$ cat src/rtl/hgcal_fc_pkg.sv
// Shared fast-control definitions: command codes, command indices and orbit length.
// Used by both the send encoder and the decoder side.
package hgcal_fc_pkg;

  localparam int unsigned NumCmds = 6;

  // Bit positions in the pending/request vectors; higher index wins arbitration.
  localparam int unsigned IdxL1A       = 0;
  localparam int unsigned IdxCalL1A    = 1;
  localparam int unsigned IdxCalReq    = 2;
  localparam int unsigned IdxOrbitSync = 3;
  localparam int unsigned IdxOcr       = 4;
  localparam int unsigned IdxLinkReset = 5;

  localparam logic [7:0] CodeIdle      = 8'hAC;
  localparam logic [7:0] CodeL1A       = 8'h4B;
  localparam logic [7:0] CodeOrbitSync = 8'h2D;
  localparam logic [7:0] CodeOcr       = 8'h33;
  localparam logic [7:0] CodeCalReq    = 8'h1E;
  localparam logic [7:0] CodeCalL1A    = 8'h55;
  localparam logic [7:0] CodeLinkReset = 8'h69;

  localparam int unsigned ORBIT_LEN = 3564;

  function automatic logic [7:0] cmd_code(input int idx);
    logic [7:0] code;
    unique case (idx)
      IdxL1A:       code = CodeL1A;
      IdxCalL1A:    code = CodeCalL1A;
      IdxCalReq:    code = CodeCalReq;
      IdxOrbitSync: code = CodeOrbitSync;
      IdxOcr:       code = CodeOcr;
      IdxLinkReset: code = CodeLinkReset;
      default:      code = CodeIdle;
    endcase
    return code;
  endfunction

endpackage

$ cat src/rtl/hgcal_fc_cmd_arbiter.sv
// Fixed-priority command selector: highest set index wins, IDLE code when nothing is requested.
module hgcal_fc_cmd_arbiter
  import hgcal_fc_pkg::*;
(
  input  logic [NumCmds-1:0] req_i,
  output logic [NumCmds-1:0] grant_o,
  output logic [7:0]         code_o
);

  always_comb begin
    grant_o = '0;
    code_o  = CodeIdle;
    // Ascending scan so the last (highest-priority) hit overrides earlier ones.
    for (int i = 0; i < NumCmds; i++) begin
      if (req_i[i]) begin
        grant_o    = '0;
        grant_o[i] = 1'b1;
        code_o     = cmd_code(i);
      end
    end
  end

endmodule

$ cat src/rtl/hgcal_fc_send_encoder.sv
// Fast-control serial encoder: one 8-bit command word per BX, MSB first, on gclk320.
// Optional internal OrbitSync generator enabled by defining FC_TX_ORBIT_GEN_EN.
module hgcal_fc_send_encoder
  import hgcal_fc_pkg::*;
(
  input  logic        gclk320,
  input  logic        n_rstExt,
  input  logic        req_LinkReset,
  input  logic        req_OrbitCountReset_OrbitSync,
  input  logic        req_OrbitSync,
  input  logic        req_CalibrationReq,
  input  logic        req_CalibrationL1A,
  input  logic        req_L1A,
  output logic        fc_stream,
  output logic        gclk40,
  output logic        bx_strobe,
  output logic [5:0]  pending,
  output logic [15:0] drop_count
);

  logic [2:0]         phase_q, phase_d;
  logic [7:0]         shreg_q, shreg_d;
  logic               gclk40_q, gclk40_d;
  logic               bx_strobe_q, bx_strobe_d;
  logic [NumCmds-1:0] pending_q, pending_d;
  logic [NumCmds-1:0] ext_req, orbit_req, req_vec, arb_req, arb_grant, grant, dropped;
  logic [7:0]         arb_code;
  logic [15:0]        drop_q, drop_d;
  logic [2:0]         drop_inc;
  logic [16:0]        drop_sum;
  logic               load;

  assign ext_req = {req_LinkReset, req_OrbitCountReset_OrbitSync, req_OrbitSync,
                    req_CalibrationReq, req_CalibrationL1A, req_L1A};
  assign load    = (phase_q == 3'd7);

`ifdef FC_TX_ORBIT_GEN_EN
  logic [11:0] bx_cnt_q, bx_cnt_d;

  always_comb begin
    orbit_req               = '0;
    orbit_req[IdxOrbitSync] = load && (bx_cnt_q == 12'(ORBIT_LEN - 1));
    bx_cnt_d                = bx_cnt_q;
    if (load) begin
      if (grant[IdxOcr] || (bx_cnt_q == 12'(ORBIT_LEN - 1))) begin
        bx_cnt_d = '0;
      end else begin
        bx_cnt_d = bx_cnt_q + 12'd1;
      end
    end
  end

  always_ff @(posedge gclk320 or negedge n_rstExt) begin
    if (!n_rstExt) begin
      bx_cnt_q <= '0;
    end else begin
      bx_cnt_q <= bx_cnt_d;
    end
  end
`else
  assign orbit_req = '0;
`endif

  assign req_vec = ext_req | orbit_req;
  assign arb_req = pending_q | req_vec;

  hgcal_fc_cmd_arbiter u_arbiter (
    .req_i   (arb_req),
    .grant_o (arb_grant),
    .code_o  (arb_code)
  );

  // Only the load cycle consumes a command; otherwise everything stays pending.
  assign grant = load ? arb_grant : '0;

  always_comb begin
    phase_d     = phase_q + 3'd1;
    gclk40_d    = ~phase_d[2];
    bx_strobe_d = (phase_d == 3'd7);
    shreg_d     = load ? arb_code : {shreg_q[6:0], 1'b0};
    pending_d   = arb_req & ~grant;
    dropped     = req_vec & pending_q & ~grant;
    drop_inc    = '0;
    for (int i = 0; i < NumCmds; i++) begin
      drop_inc = drop_inc + 3'(dropped[i]);
    end
    drop_sum = {1'b0, drop_q} + {14'd0, drop_inc};
    drop_d   = drop_sum[16] ? 16'hFFFF : drop_sum[15:0];
  end

  always_ff @(posedge gclk320 or negedge n_rstExt) begin
    if (!n_rstExt) begin
      phase_q     <= 3'd7;
      shreg_q     <= '0;
      gclk40_q    <= 1'b0;
      bx_strobe_q <= 1'b0;
      pending_q   <= '0;
      drop_q      <= '0;
    end else begin
      phase_q     <= phase_d;
      shreg_q     <= shreg_d;
      gclk40_q    <= gclk40_d;
      bx_strobe_q <= bx_strobe_d;
      pending_q   <= pending_d;
      drop_q      <= drop_d;
    end
  end

  assign fc_stream  = shreg_q[7];
  assign gclk40     = gclk40_q;
  assign bx_strobe  = bx_strobe_q;
  assign pending    = pending_q;
  assign drop_count = drop_q;

endmodule

$ cat config.mk
export PLATFORM = sky130hd
export DESIGN_NAME = hgcal_fc_send_encoder
export DESIGN_NICKNAME = d
export VERILOG_FILES = /design/src/rtl/hgcal_fc_pkg.sv /design/src/rtl/hgcal_fc_cmd_arbiter.sv /design/src/rtl/hgcal_fc_send_encoder.sv
export SDC_FILE = /design/constraint.sdc
export NUM_CORES = 1
export LEC_CHECK = 0
export BUFFER_PORTS_ARGS = -buffer_cell sky130_fd_sc_hd__buf_2
export CAP_MARGIN = 20
export CELL_PAD_IN_SITES_DETAIL_PLACEMENT = 0
export CELL_PAD_IN_SITES_GLOBAL_PLACEMENT = 1
export CORE_UTILIZATION = 45
export CTS_BUF_LIST = sky130_fd_sc_hd__clkbuf_8
export CTS_CLUSTER_SIZE = 40
export DETAILED_ROUTE_END_ITERATION = 10
export GPL_TIMING_DRIVEN = 0
export PLACE_DENSITY_LB_ADDON = 0.1
export SYNTH_ARGS = -nofsm -noshare
export SYNTH_HDL_FRONTEND = slang
export SYNTH_HIERARCHICAL = 1
export SYNTH_SLANG_ARGS = --single-unit
export TNS_END_PERCENT = 30
$ cat constraint.sdc
create_clock -name gclk320 -period 5.64 [get_ports gclk320]
set_input_delay 1.128 -clock gclk320 [delete_from_list [all_inputs] [get_ports gclk320]]
set_output_delay 1.128 -clock gclk320 [all_outputs]
set_load 0.005 [all_outputs]
# Yosys cells after proc, flatten, opt, wreduce, memory -nomap -nowiden

Cells that the tools add are included.

Register bits after elaboration: 35
Bits in latches: 0
RAM bits: 0
ROM bits: 0
Bits of input ports: 8
Output and inout port bits: 25
Memories: 0

Add/subtract/negate cells: 7
Multiply operators: 0
Div/mod/pow operators: 0
Magnitude comparators: 0
Equal/unequal tests: 2
Shifts and indexed selects: 0
Multiplexer cells: 15
Bitwise gates (word level): 6
Reductions and logical operators: 0

Operators by type and width:

| kind                | number |
|---|---|
| $mux 8              | 7 |
| $and 6x6->6         | 3 |
| $add 16x3->17       | 1 |
| $mux 16             | 1 |
| $mux 6              | 2 |
| $add 3x1->3         | 3 |
| $eq 3x3->1 const B  | 2 |
| $not 6->6           | 1 |
| $or 6x6->6          | 1 |
| $mux 5              | 1 |
| $mux 4              | 1 |
| $add 2x1->3         | 1 |
| $add 3x1->3 const B | 1 |
| $mux 3              | 1 |
| $add 1x1->2         | 1 |
| $mux 2              | 1 |
| $mux 1              | 1 |
| $not 1->1           | 1 |

# Logic depth before layout (Yosys ltp)

Word-level depth: 17
Gate-level depth with buffers: 14

# Modules after synthesis

Netlist, hierarchy kept.

Modules (own cells, without submodules):

| module                | instances | cells an instance | area each (um^2) | sequential area each (um^2) |
|---|---|---|---|---|
| hgcal_fc_send_encoder | 1         | 147               | 1687.9           | 879.6 |
| hgcal_fc_cmd_arbiter  | 1         | 25                | 161.4            | 0.0 |

# Worst setup path after synthesis

Ideal clock, no wire load.

Kind: input to register
Start point: in req_CalibrationReq
End point: reg drop_q[15] (netlist: drop_count[15])
Library setup time: 128 ps
Arrival: 4847 ps
Required time: 5512 ps
Setup slack: 665 ps
Stages on the path: 13
Cell sequence: or2_2 > buf_6 > or4_4 > nor2_1 > a21oi_1 > fa_1 > fa_1 > fa_1 > fa_1 > a21o_1 > nand4_2 > o21ai_0 > mux2_1

Word-level cells in the longest chain between the ends: 15
Elaborated cells on any way between the ends: 16
Those cells by class: add/sub: 6; mux: 6; bitwise: 4

RTL lines:

| element                  | line                         | text |
|---|---|---|
| from (decl)              | hgcal_fc_send_encoder.sv:11  | `input logic req_CalibrationReq,` |
| $or 6x6->6               | hgcal_fc_send_encoder.sv:65  | `assign arb_req = pending_q \| req_vec;` |
| $mux 3                   | hgcal_fc_cmd_arbiter.sv:15   | `if (req_i[i]) begin` |
| $mux 4                   | hgcal_fc_cmd_arbiter.sv:15   |  |
| $mux 5                   | hgcal_fc_cmd_arbiter.sv:15   |  |
| $mux 6                   | hgcal_fc_cmd_arbiter.sv:15   |  |
| net arb_grant[0]         | hgcal_fc_send_encoder.sv:26  | `logic [NumCmds-1:0] ext_req, orbit_req, req_vec, arb_req, arb_grant, grant, dropped;` |
| $mux 6                   | hgcal_fc_send_encoder.sv:74  | `assign grant = load ? arb_grant : '0;` |
| $not 6->6                | hgcal_fc_send_encoder.sv:82  | `dropped = req_vec & pending_q & ~grant;` |
| $and 6x6->6              | hgcal_fc_send_encoder.sv:82  |  |
| $add 1x1->2              | hgcal_fc_send_encoder.sv:85  | `drop_inc = drop_inc + 3'(dropped[i]);` |
| $add 2x1->3              | hgcal_fc_send_encoder.sv:85  |  |
| $add 3x1->3 (3 in a row) | hgcal_fc_send_encoder.sv:85  |  |
| $add 16x3->17            | hgcal_fc_send_encoder.sv:87  | `drop_sum = {1'b0, drop_q} + {14'd0, drop_inc};` |
| $mux 16                  | hgcal_fc_send_encoder.sv:88  | `drop_d = drop_sum[16] ? 16'hFFFF : drop_sum[15:0];` |
| net drop_d[15]           | hgcal_fc_send_encoder.sv:28  | `logic [15:0] drop_q, drop_d;` |
| to (signal assigned)     | hgcal_fc_send_encoder.sv:105 | `drop_q <= drop_d;` |
| to (decl)                | hgcal_fc_send_encoder.sv:28  |  |

The timed path passes the listed nets, and every way through them passes these cells.

# Final worst setup path

Start point: in req_CalibrationReq
End point: reg drop_q[15] (netlist: drop_count[15])

Word-level cells in the longest chain between the ends: 15
Elaborated cells on any way between the ends: 16
Those cells by class: add/sub: 6; mux: 6; bitwise: 4

RTL lines:

| element                  | line |
|---|---|
| $or 6x6->6               | hgcal_fc_send_encoder.sv:65 |
| net arb_req[2]           | hgcal_fc_send_encoder.sv:26 |
| $mux 3                   | hgcal_fc_cmd_arbiter.sv:15 |
| $mux 4                   | hgcal_fc_cmd_arbiter.sv:15 |
| $mux 5                   | hgcal_fc_cmd_arbiter.sv:15 |
| $mux 6                   | hgcal_fc_cmd_arbiter.sv:15 |
| net arb_grant[0]         | hgcal_fc_send_encoder.sv:26 |
| $mux 6                   | hgcal_fc_send_encoder.sv:74 |
| $not 6->6                | hgcal_fc_send_encoder.sv:82 |
| $and 6x6->6              | hgcal_fc_send_encoder.sv:82 |
| $add 1x1->2              | hgcal_fc_send_encoder.sv:85 |
| $add 2x1->3              | hgcal_fc_send_encoder.sv:85 |
| $add 3x1->3 (3 in a row) | hgcal_fc_send_encoder.sv:85 |
| $add 16x3->17            | hgcal_fc_send_encoder.sv:87 |
| $mux 16                  | hgcal_fc_send_encoder.sv:88 |
| net drop_d[15]           | hgcal_fc_send_encoder.sv:28 |

The timed path passes the listed nets, and every way through them passes these cells.

==> impl_metrics.yaml <==
logic_synthesis:
  postSynthAreaPerCell_sq_um: 10.75
  synthTopCellsByArea: "dfrtp_1, fa_1, dfstp_2"
  yosysMostFrequentCell: "dfrtp_1"
  ys_warn_count: 6
  synth_edf_count: 0
  ys_top_cells_by_count: "dfrtp_1, nand2_1, a21oi_1, nor2_1"
  syn_nets: 190
  async_flop_share_pct: 100.0
  synth-main-ff-cell: "dfrtp_1"
  synth_top_area_cell: "dfrtp_1"
  ys_types: 48
  yosysSeqAreaShare_pct: 47.56
  synthCells: 172
  synth_top_area_share_pct: 43.30
  synth_area_sq_um: 1849
  ys_ff_latch: 35
worst_setup_path:
  critPathCaptureType: "flop"
  reg2reg_from: "pending[2]"
  crit_start: "req_CalibrationReq"
  r2r.worst_path.cells: 13
  arrival_ns: 5.25
  r2r_setup_slack_ns: 1.08
  crit_type: "primary input to flop"
  cp-endpoint: "drop_count[15]"
  crit_required_ns: 5.81
  worstPathMaxFanout: 9
  cp-start-kind: "primary input"
  reg2reg_to: "drop_count[15]"
timing:
  slew-limit-headroom_pct: 49.37
  final-setup-viol-count: 0
  final-hold-violation-count: 0
  fin_skew_ns: 0.006663
  setup_tns_ns: 0
  min_period_ns: 5.081
  fmax_mhz: 196.8
  tightest_slew_ns: 0.7595
  finalCritPeriodShare_pct: 90.09
  rsz0062_at_grt: "false"
  slew_viol_final: 0
cells_and_area:
  final.fill_count: 347
  area_growth_pct: 16.71
  seq_area_sq_um: 879.6
  nets: 229
  fin_util_pct: 56.82
  final_layout_size_suffix_gt1_share_pct: 33.02
  insertedDiodeCount: 0
  multi_input_area_sq_um: 904.6
cts:
  htreeDepth: 2
  cts_hold_buf: 0
  cts_buffers: 5
  path_clk_slew_ns: 0.08
  clock-sinks: 35
  clkLatencyLatePin_ns: 0.29
  cts_setup_buffers: 0
  cts_tree: "done"
  cts_resized: 0
  clockBufferDepth: 2
  ctsRootBufferMaster: "clkbuf_8"
placement:
  dp_hpwl_microns: 2662
  port_buffers: 32
  globalplace.congestion: 0.8052
run_status:
  outcome: "completed"
global_route:
  overflow: 0
  grt_max_degree: 36
  grt_pass1_wl_microns: 6065
  grt_use_total_pct: 18.78
  grt_pass1_vias: 1345
  antenna_found_initial: 0
job:
  cap_violations: 0
routing:
  drcViolationCount: 0
  post_drt_via_cell_ratio: 5.404
  drt-total-wl_microns: 3591
  post_drt_wl_per_cell_microns: 13.81
  dr.first_iter.drc_count: 95
  vias: 1405
  ant_nets: 0
  drt_pre_antenna_iters: 4
floorplanning:
  rows: 22
  die_h_microns: 66.11
  die_w_microns: 66.11
  core_area_sq_um: 3799
  start_util_pct: 48.68
  io_pins: 33
  dieArea_sq_um: 4370
pwr:
  leakagePower_nw: 1.021
  vdd_drop_max_uv: 249.2
  power.density_nw_per_um2: 361.2
hold_path:
  hold_start: "shreg_q[2]"
  hold_path_class: "flop to flop"
cell families after synthesis:
group           after synthesis  synth area share [%]
flops                        35                 47.56
compound gates               32                 11.84
fa+ha+maj                    10                 8.390
buf+inv                      12                 3.518
mux                           8                 4.872
xor+xnor                      7                 3.315
simple gates                 68                 20.50
cell usage in the layout (no fill, tap or decap), drive strengths merged:
| cell type | synthesis | layout |
|---|---|---|
| a211oi | 2 | 2 |
| a21boi | 6 | 6 |
| a21o | 2 | 2 |
| a21oi | 8 | 8 |
| a221oi | 1 | 1 |
| a31oi | 1 | 1 |
| and2 | 4 | 4 |
| and3 | 3 | 3 |
| and4 | 2 | 2 |
| buf | 3 | 35 |
| clkbuf | 3 | 8 |
| clkinv | 0 | 1 |
| clkinvlp | 0 | 2 |
| dfrtp | 32 | 32 |
| dfstp | 3 | 3 |
| fa | 4 | 4 |
| ha | 6 | 6 |
| inv | 6 | 6 |
| mux2 | 8 | 8 |
| nand2 | 20 | 20 |
| nand2b | 3 | 3 |
| nand3 | 7 | 7 |
| nand4 | 2 | 2 |
| nor2 | 8 | 8 |
| nor3 | 3 | 3 |
| nor3b | 2 | 2 |
| nor4 | 2 | 2 |
| o21ai | 6 | 6 |
| o21bai | 1 | 1 |
| o311a | 1 | 1 |
| o31ai | 3 | 3 |
| o41ai | 1 | 1 |
| or2 | 7 | 7 |
| or3 | 2 | 2 |
| or4 | 3 | 3 |
| xnor2 | 3 | 3 |
| xor2 | 4 | 4 |
routing by layer:
metal  wire length [microns]  vias to the layer above  track usage, %
met5                       0                        -               0
met4                      26                        0           4.787
met3                     159                        4           4.655
met2                    1885                       33           34.31
met1                    1520                      689           21.71
li1                        -                      679               -
cell type report:
cell class              instances  share of cell area [%]
clock inverters                 3                  0.9275
flip-flops and latches         35                   40.75
plain buffers                   6                   1.971
multi-input cells             125                   41.91
clock buffers                   5                   3.188
repair buffers                 32                   7.420
inverters                       6                   1.043
well taps                      48                   2.783
critical path, stage by stage:
cell     delay (ns)
buf_2          0.10
or2_2          0.28
buf_6          0.14
or4_4          0.51
nor2_1         0.16
a21oi_1        0.12
fa_1           0.51
fa_1           0.52
fa_1           0.52
fa_1           0.44
a21o_1         0.26
nand4_2        0.15
o21ai_0        0.09
mux2_1         0.30
flip-flops by register name, indices dropped and copies added, names as in the netlist:
| signal | flops |
|---|---|
| drop_count | 16 |
| shreg_q | 8 |
| pending | 6 |
| phase_q | 3 |
| bx_strobe | 1 |
| gclk40 | 1 |
through the flow:
stage	cell area, sq um	hold slack [ns]	power (mW)	worst slack (ns)	std cells
after floorplan	1849	0.4407	0.5224	0.6654	172
after global placement	2069	0.4478	0.5956	0.3366	252
after detailed placement	2069	0.4663	0.6091	0.2376	252
after CTS	2158	0.4822	0.7943	0.5578	260
after global routing	2158	0.5028	0.8447	0.3759	260
final	2158	0.4784	0.7795	0.5591	260
power breakdown:
part	total (mW)	switching [mW]	internal, mW	leakage [nW]
Combinational	0.279	0.144	0.135	0.572
Sequential	0.322	0.0362	0.286	0.409
Clock	0.179	0.0927	0.0858	0.0402
Total	0.779	0.273	0.507	1.02
how the worst min path moves through the flow:
stage / to / slack [ns] / depth (start not counted)
after floorplan: phase_q[0] / 0.44 / 1
after global placement: phase_q[0] / 0.45 / 1
after detailed placement: phase_q[0] / 0.47 / 1
after CTS: shreg_q[3] / 0.48 / 1
after global routing: phase_q[0] / 0.50 / 1
final: shreg_q[3] / 0.48 / 1
No activity file was read; power rests on OpenSTA's default activity.
